[config.mk]
export PLATFORM = sky130hd
export DESIGN_NAME = stg1fq
export DESIGN_NICKNAME = d
export VERILOG_FILES = /design/src/rtl/stg1fq_pkg.sv /design/src/rtl/stg1fq.sv
export SDC_FILE = /design/constraint.sdc
export NUM_CORES = 1
export LEC_CHECK = 0
export CAP_MARGIN = 20
export CORE_MARGIN = 2
export CORE_UTILIZATION = 40
export DETAILED_ROUTE_END_ITERATION = 10
export GPL_TIMING_DRIVEN = 0
export SLEW_MARGIN = 20
export SYNTH_ARGS = -nofsm -noshare
export SYNTH_HDL_FRONTEND = slang
export SYNTH_SLANG_ARGS = --single-unit
[constraint.sdc]
create_clock -name iw_clk -period 5.6 [get_ports iw_clk]
set_input_delay 0.84 -clock iw_clk [delete_from_list [all_inputs] [get_ports iw_clk]]
set_output_delay 0.84 -clock iw_clk [all_outputs]
set_load 0.01 [all_outputs]
[src/rtl/stg1fq_pkg.sv]
// stg1fq_pkg: shared fetch-queue sizes (address/data widths, default queue depth)
package stg1fq_pkg;
    localparam int SIZE_ADDR = 32;
    localparam int HBIT_ADDR = SIZE_ADDR - 1;
    localparam int SIZE_DATA = 32;
    localparam int HBIT_DATA = SIZE_DATA - 1;
    localparam int FQ_DEPTH  = 4;
endpackage

[src/rtl/stg1fq.sv]
// stg1fq: fetch queue between stg1if and stg2id (registered FIFO of pc/instr pairs)
//   iw_clk/iw_rst          clock, synchronous active-high reset
//   iw_flush               drops every queued entry plus any same-cycle push/pop
//   iw_valid/ow_ready      upstream handshake, iw_pc/iw_instr entry payload
//   ow_valid/iw_ready      downstream handshake, ow_pc/ow_instr head payload
//   ow_count               current occupancy
module stg1fq
    import stg1fq_pkg::*;
#(
    parameter int DEPTH = FQ_DEPTH
) (
    input  logic                     iw_clk,
    input  logic                     iw_rst,
    input  logic                     iw_flush,
    input  logic                     iw_valid,
    output logic                     ow_ready,
    input  logic [HBIT_ADDR:0]       iw_pc,
    input  logic [HBIT_DATA:0]       iw_instr,
    output logic                     ow_valid,
    input  logic                     iw_ready,
    output logic [HBIT_ADDR:0]       ow_pc,
    output logic [HBIT_DATA:0]       ow_instr,
    output logic [$clog2(DEPTH):0]   ow_count
);
    localparam int AW = $clog2(DEPTH);

    logic [HBIT_ADDR:0] pc_q    [DEPTH];
    logic [HBIT_DATA:0] instr_q [DEPTH];
    logic [AW-1:0]      rd_q, rd_d, wr_q, wr_d;
    logic [AW:0]        count_q, count_d;
    logic               push, pop;

    assign ow_ready = count_q < (AW+1)'(DEPTH);
    assign ow_valid = count_q != '0;
    assign ow_pc    = pc_q[rd_q];
    assign ow_instr = instr_q[rd_q];
    assign ow_count = count_q;

    assign push = iw_valid && ow_ready && !iw_flush;
    assign pop  = ow_valid && iw_ready && !iw_flush;

    // Pointers wrap naturally because DEPTH is a power of two.
    always_comb begin
        rd_d    = pop  ? rd_q + 1'b1 : rd_q;
        wr_d    = push ? wr_q + 1'b1 : wr_q;
        count_d = (push && !pop) ? count_q + 1'b1 :
                  (pop && !push) ? count_q - 1'b1 : count_q;
    end

    always_ff @(posedge iw_clk) begin
        if (iw_rst || iw_flush) begin
            rd_q    <= '0;
            wr_q    <= '0;
            count_q <= '0;
        end else begin
            rd_q    <= rd_d;
            wr_q    <= wr_d;
            count_q <= count_d;
        end
    end

    // Storage is not reset; a write during reset is harmless since pointers clear.
    always_ff @(posedge iw_clk) begin
        if (push && !iw_rst) begin
            pc_q[wr_q]    <= iw_pc;
            instr_q[wr_q] <= iw_instr;
        end
    end
endmodule

## After elaboration in Yosys (flattened, before gate mapping)

Memory sizes are Yosys's and may differ from the RTL's. A register that Yosys moved wholly into a read port is not among the register bits.
Index checks and enable logic that the tools add are counted.

- Register bits after elaboration: 7
- Memory bits (writable): 256
- Input bits: 69
- Output and inout bits: 69
- Logic and storage cells: 32
- Memories: 2

- Add/sub/neg operators: 4
- $lt $le $gt $ge: 1
- Multiplexer cells: 8
- Reductions and logical operators: 14

Memory list:

| memory | depth | width | rd ports | clocked after memory_dff | wr ports | RTL line | source |
|---|---|---|---|---|---|---|---|
| instr_q | 4 | 32 | 1 | 1 | 1 | stg1fq.sv:28 | `logic [HBIT_DATA:0] instr_q [DEPTH];` |
| pc_q | 4 | 32 | 1 | 1 | 1 | stg1fq.sv:27 | `logic [HBIT_ADDR:0] pc_q [DEPTH];` |

Operators with widths:

| cell | number |
|---|---|
| two-way mux 2 bit | 4 |
| logical AND 1 bit | 7 |
| two-way mux 3 bit | 2 |
| adder 2 x 1 -> 2 bit (second input constant) | 2 |
| logical NOT 1 bit | 4 |
| adder 3 x 1 -> 3 bit (second input constant) | 1 |
| less-than comparator 3 bit (second input constant) | 1 |
| nonzero test 3 bit | 1 |
| subtractor 3 x 1 -> 3 bit (second input constant) | 1 |
| two-way mux 1 bit | 2 |
| nonzero test 2 bit | 1 |
| logical OR 1 bit | 1 |

## Longest topological paths before layout

- Word-level depth: 7
- Gate-level depth with buffers: 8

## Worst setup path after synthesis

OpenSTA, ideal clock, no wires.

- Path kind: input-to-reg
- From: in iw_flush
- To: mem instr_q[0][0] (netlist bit), enable pin
- Library setup time: 0.429 ns
- Arrival time: 2.970 ns
- Data required time: 5.171 ns
- Slack: 2.202 ns
- Cell stages on the path: 4
- Path buffers: 1
- Cell sequence: or2_1 buf_2 nor3b_2 and2_1

- Longest elaborated chain between the ends: 5

RTL lines:

| item | RTL line | source |
|---|---|---|
| start: declaration | stg1fq.sv:14 | `input logic iw_flush,` |
| logical NOT 1 bit | stg1fq.sv:39 | `assign push = iw_valid && ow_ready && !iw_flush;` |
| logical AND 1 bit | stg1fq.sv:39 |  |
| logical AND 1 bit | stg1fq.sv:64 | `if (push && !iw_rst) begin` |
| two-way mux 1 bit | stg1fq.sv:64 |  |
| two-way mux 1 bit (not written as such) | stg1fq.sv:66 | `instr_q[wr_q] <= iw_instr;` |
| end: declaration | stg1fq.sv:28 |  |

No other way between the ends.

==> impl_metrics.toml <==
[status]
status = "complete, no violations"

[critical_path]
crit_end = "ow_pc[22]"
criticalPathCategory = "reg -> out"
rr_worst_depth = 8
r2r_end = "ow_count[2]$_SDFFE_PP0P_"
startpoint_type = "register"
reg2reg_from = "ow_count[0]$_SDFFE_PP0P_"
cp.required_ns = 4.76
reg2reg_slack_ns = 3.39
endpoint_kind = "output pin"
cp_max_fo = 10
arrival_ns = 2.34

[synth]
syn_avg_cell_area_sq_um = 25.6
synth-seq-cells = 265
synth_top_area_share = 0.786
ys_top_cells_by_area = "edfxtp_1 79%, mux4_2 14%, dfxtp_1 1.8%"
seq_area_frac_synth = 0.804
syn_nets = 457
synth_warnings = 0
synth_area_sq_um = 9780
synth_top_area_cell = "edfxtp_1"
synth_cells = 382
yosysUniqueCellTypes = 24

[pwr]
power_leakage_nw = 3.96
switchingPower_mw = 0.790
power_frac_clock = 0.428
combPwrFrac = 0.049
max-vdd-ir-drop_v = 0.000222
intPower_mw = 3.41
pwr-share-seq = 0.523
sw_frac_of_total = 0.188
power_density_nw_per_um2 = 334

[worst_hold_path]
min_from = "rd_q[0]$_SDFFE_PP0P_"
min_path_type = "reg -> reg"

[timing]
setup_ws_ns = 2.42
hold_viol = 0
finalSetupViolations = 0
worst_hold_slack_ns = 0.530
tightest_slew_ns = 0.467
period_minus_slack_ns = 3.18
slew_viol_final = 0
setup_tns_ns = 0
fin_skew_ns = 0.00879
fin_crit_sh = 0.567
max_slew_margin = 0.689
rsz0062_at_grt = "no"
max_freq_mhz = 315

[drt]
drt_wl_total_mm = 17.7
post_drt_wl_per_cell_microns = 19.7
postRouteAntennaNets = 0
drtIter0Drc = 297
viasPerCell = 4.96
dr.pass1.iters = 4
vias = 4455
drc = 0

[layout]
area_delta_synth_final_pct = 28.7
fin_nets = 628
antennaDiodeCount = 0
drive_gt1_frac = 0.214

[cts]
clk_pin_slew_ns = 0.06
cts_resized = 0
clock_latency_ns = 0.52
post_cts_buffers = 0
cts_tree = "built"
clock_sinks = 265
h-tree-depth = 1
clk_path_buf_depth = 3
holdBufCountCts = 0
clock-root-buffer = "clkbuf_16"
cts_made_buffers = 28

[grt]
grt_pass1_vias = 4857
grt_max_degree = 43
busiest_layer = "met2"
grt-ovfl-total = 0
gr-usage-all-layers = 0.139
grt_pass1_wl_mm = 27.4
grtUsageMet3 = 0.0307
gr-usage-met2 = 0.232
antenna_found_initial = 1
use_met1 = 0.186

[floorplanning]
initial_utilization = 0.405
die_area_sq_um = 25700
fp.coreArea_sq_um = 24200
die_h_microns = 160
rows = 57
ios = 138
die_x_microns = 160

[placed_design]
place_congestion = 0.675
place_ws_ns = 2.34
port-buffer-count = 137
dp_hpwl_mm = 10.6

[run]
cap_violations = 0
registers in the layout (all words and copies together) (netlist names), named ones only:
signal and cells:
rd_q 2, instr_q 128, pc_q 128, wr_q 2
ow_count 3
cell usage after synthesis:
cell,n
o21ai_0,1
xnor2_1,1
and2_1,4
ha_1,5
clkbuf_2,1
mux4_1,4
buf_12,6
o31ai_1,1
nor2_1,7
mux4_2,60
xor2_1,4
nor3b_2,2
buf_6,1
a21oi_1,1
or3_1,2
fa_1,1
edfxtp_1,256
or2_1,1
o311ai_0,1
mux2i_1,2
dfxtp_1,9
inv_1,4
buf_2,7
or2_2,1
power by group through the flow:
stage / combinational, mW / sequential [mW] / clock (mW)
3_3_place_gp: 0.198 / 2.24 / 0
6_report: 0.204 / 2.20 / 1.80
5_1_grt: 0.220 / 2.20 / 1.92
4_1_cts: 0.209 / 2.20 / 1.85
3_5_place_dp: 0.208 / 2.24 / 0
2_1_floorplan: 0.0775 / 2.24 / 0
cell families after synthesis:
logic type	after synthesis	share of synthesized area
buffers and inverters	19	0.0191
adders and majority gates	6	0.00844
muxes	66	0.151
DFF	265	0.804
and+or+nand+nor	17	0.0104
xor gates and xnor gates	5	0.00448
AOI/OAI and AO/OA	4	0.00268
how the worst min path moves through the flow:
stage                                      end  slack [ns]  cells after the start
after floorplan                       register        0.48                      2
after global placement    rd_q[1]$_SDFFE_PP0P_        0.51                      2
after detailed placement  rd_q[1]$_SDFFE_PP0P_        0.52                      2
after CTS                             register        0.53                      2
after global routing                  register        0.56                      2
final                                 register        0.53                      2
worst max-delay path, stage by stage, from the launching register on:
cell	delay, ns
dfxtp_1	0.30
clkbuf_2	0.26
buf_2	0.35
mux4_2	0.36
clkdlybuf4s50_1	0.53
stage by stage:
step                      utilization  power (mW)  cell area, sq um  std cells
after floorplan                     -        2.32              9780        382
after global placement          0.478        2.44             11600        843
after detailed placement        0.483        2.45             11700        847
after CTS                       0.521        4.26             12600        899
after global routing            0.521        4.34             12600        899
final                           0.521        4.20             12600        899
placed cells by master, fill, tap and decap left out, types with 4 or more instances in the layout:
| master | count |
|---|---|
| edfxtp_1 | 256 |
| clkdlybuf4s50_1 | 137 |
| mux4_2 | 60 |
| clkbuf_16 | 29 |
| clkbuf_1 | 10 |
| dfxtp_1 | 9 |
| buf_2 | 7 |
| nor2_1 | 7 |
| buf_12 | 6 |
| ha_1 | 5 |
| clkinv_1 | 5 |
| inv_1 | 4 |
| mux4_1 | 4 |
| and2_4 | 4 |
| xor2_1 | 4 |
| buf_16 | 4 |
layer usage:
layer	share of wire	vias up	routed length, microns
li1	-	1970	-
met4	0.026	2	468
met1	0.44	2314	7760
met3	0.052	36	923
met5	0.00079	-	14
met2	0.48	133	8510
area by class of cell:
cell class | instances | area [sq um]
plain buffers | 15 | 171
clock buffers | 40 | 777
clock inverters | 12 | 134
fillers | 1866 | 11600
inverters | 4 | 15.0
multi-input cells | 98 | 1740
flip-flops and latches | 265 | 7870
well taps | 324 | 405
repair buffers | 141 | 1480
No activity file was read; power rests on OpenSTA's default activity.
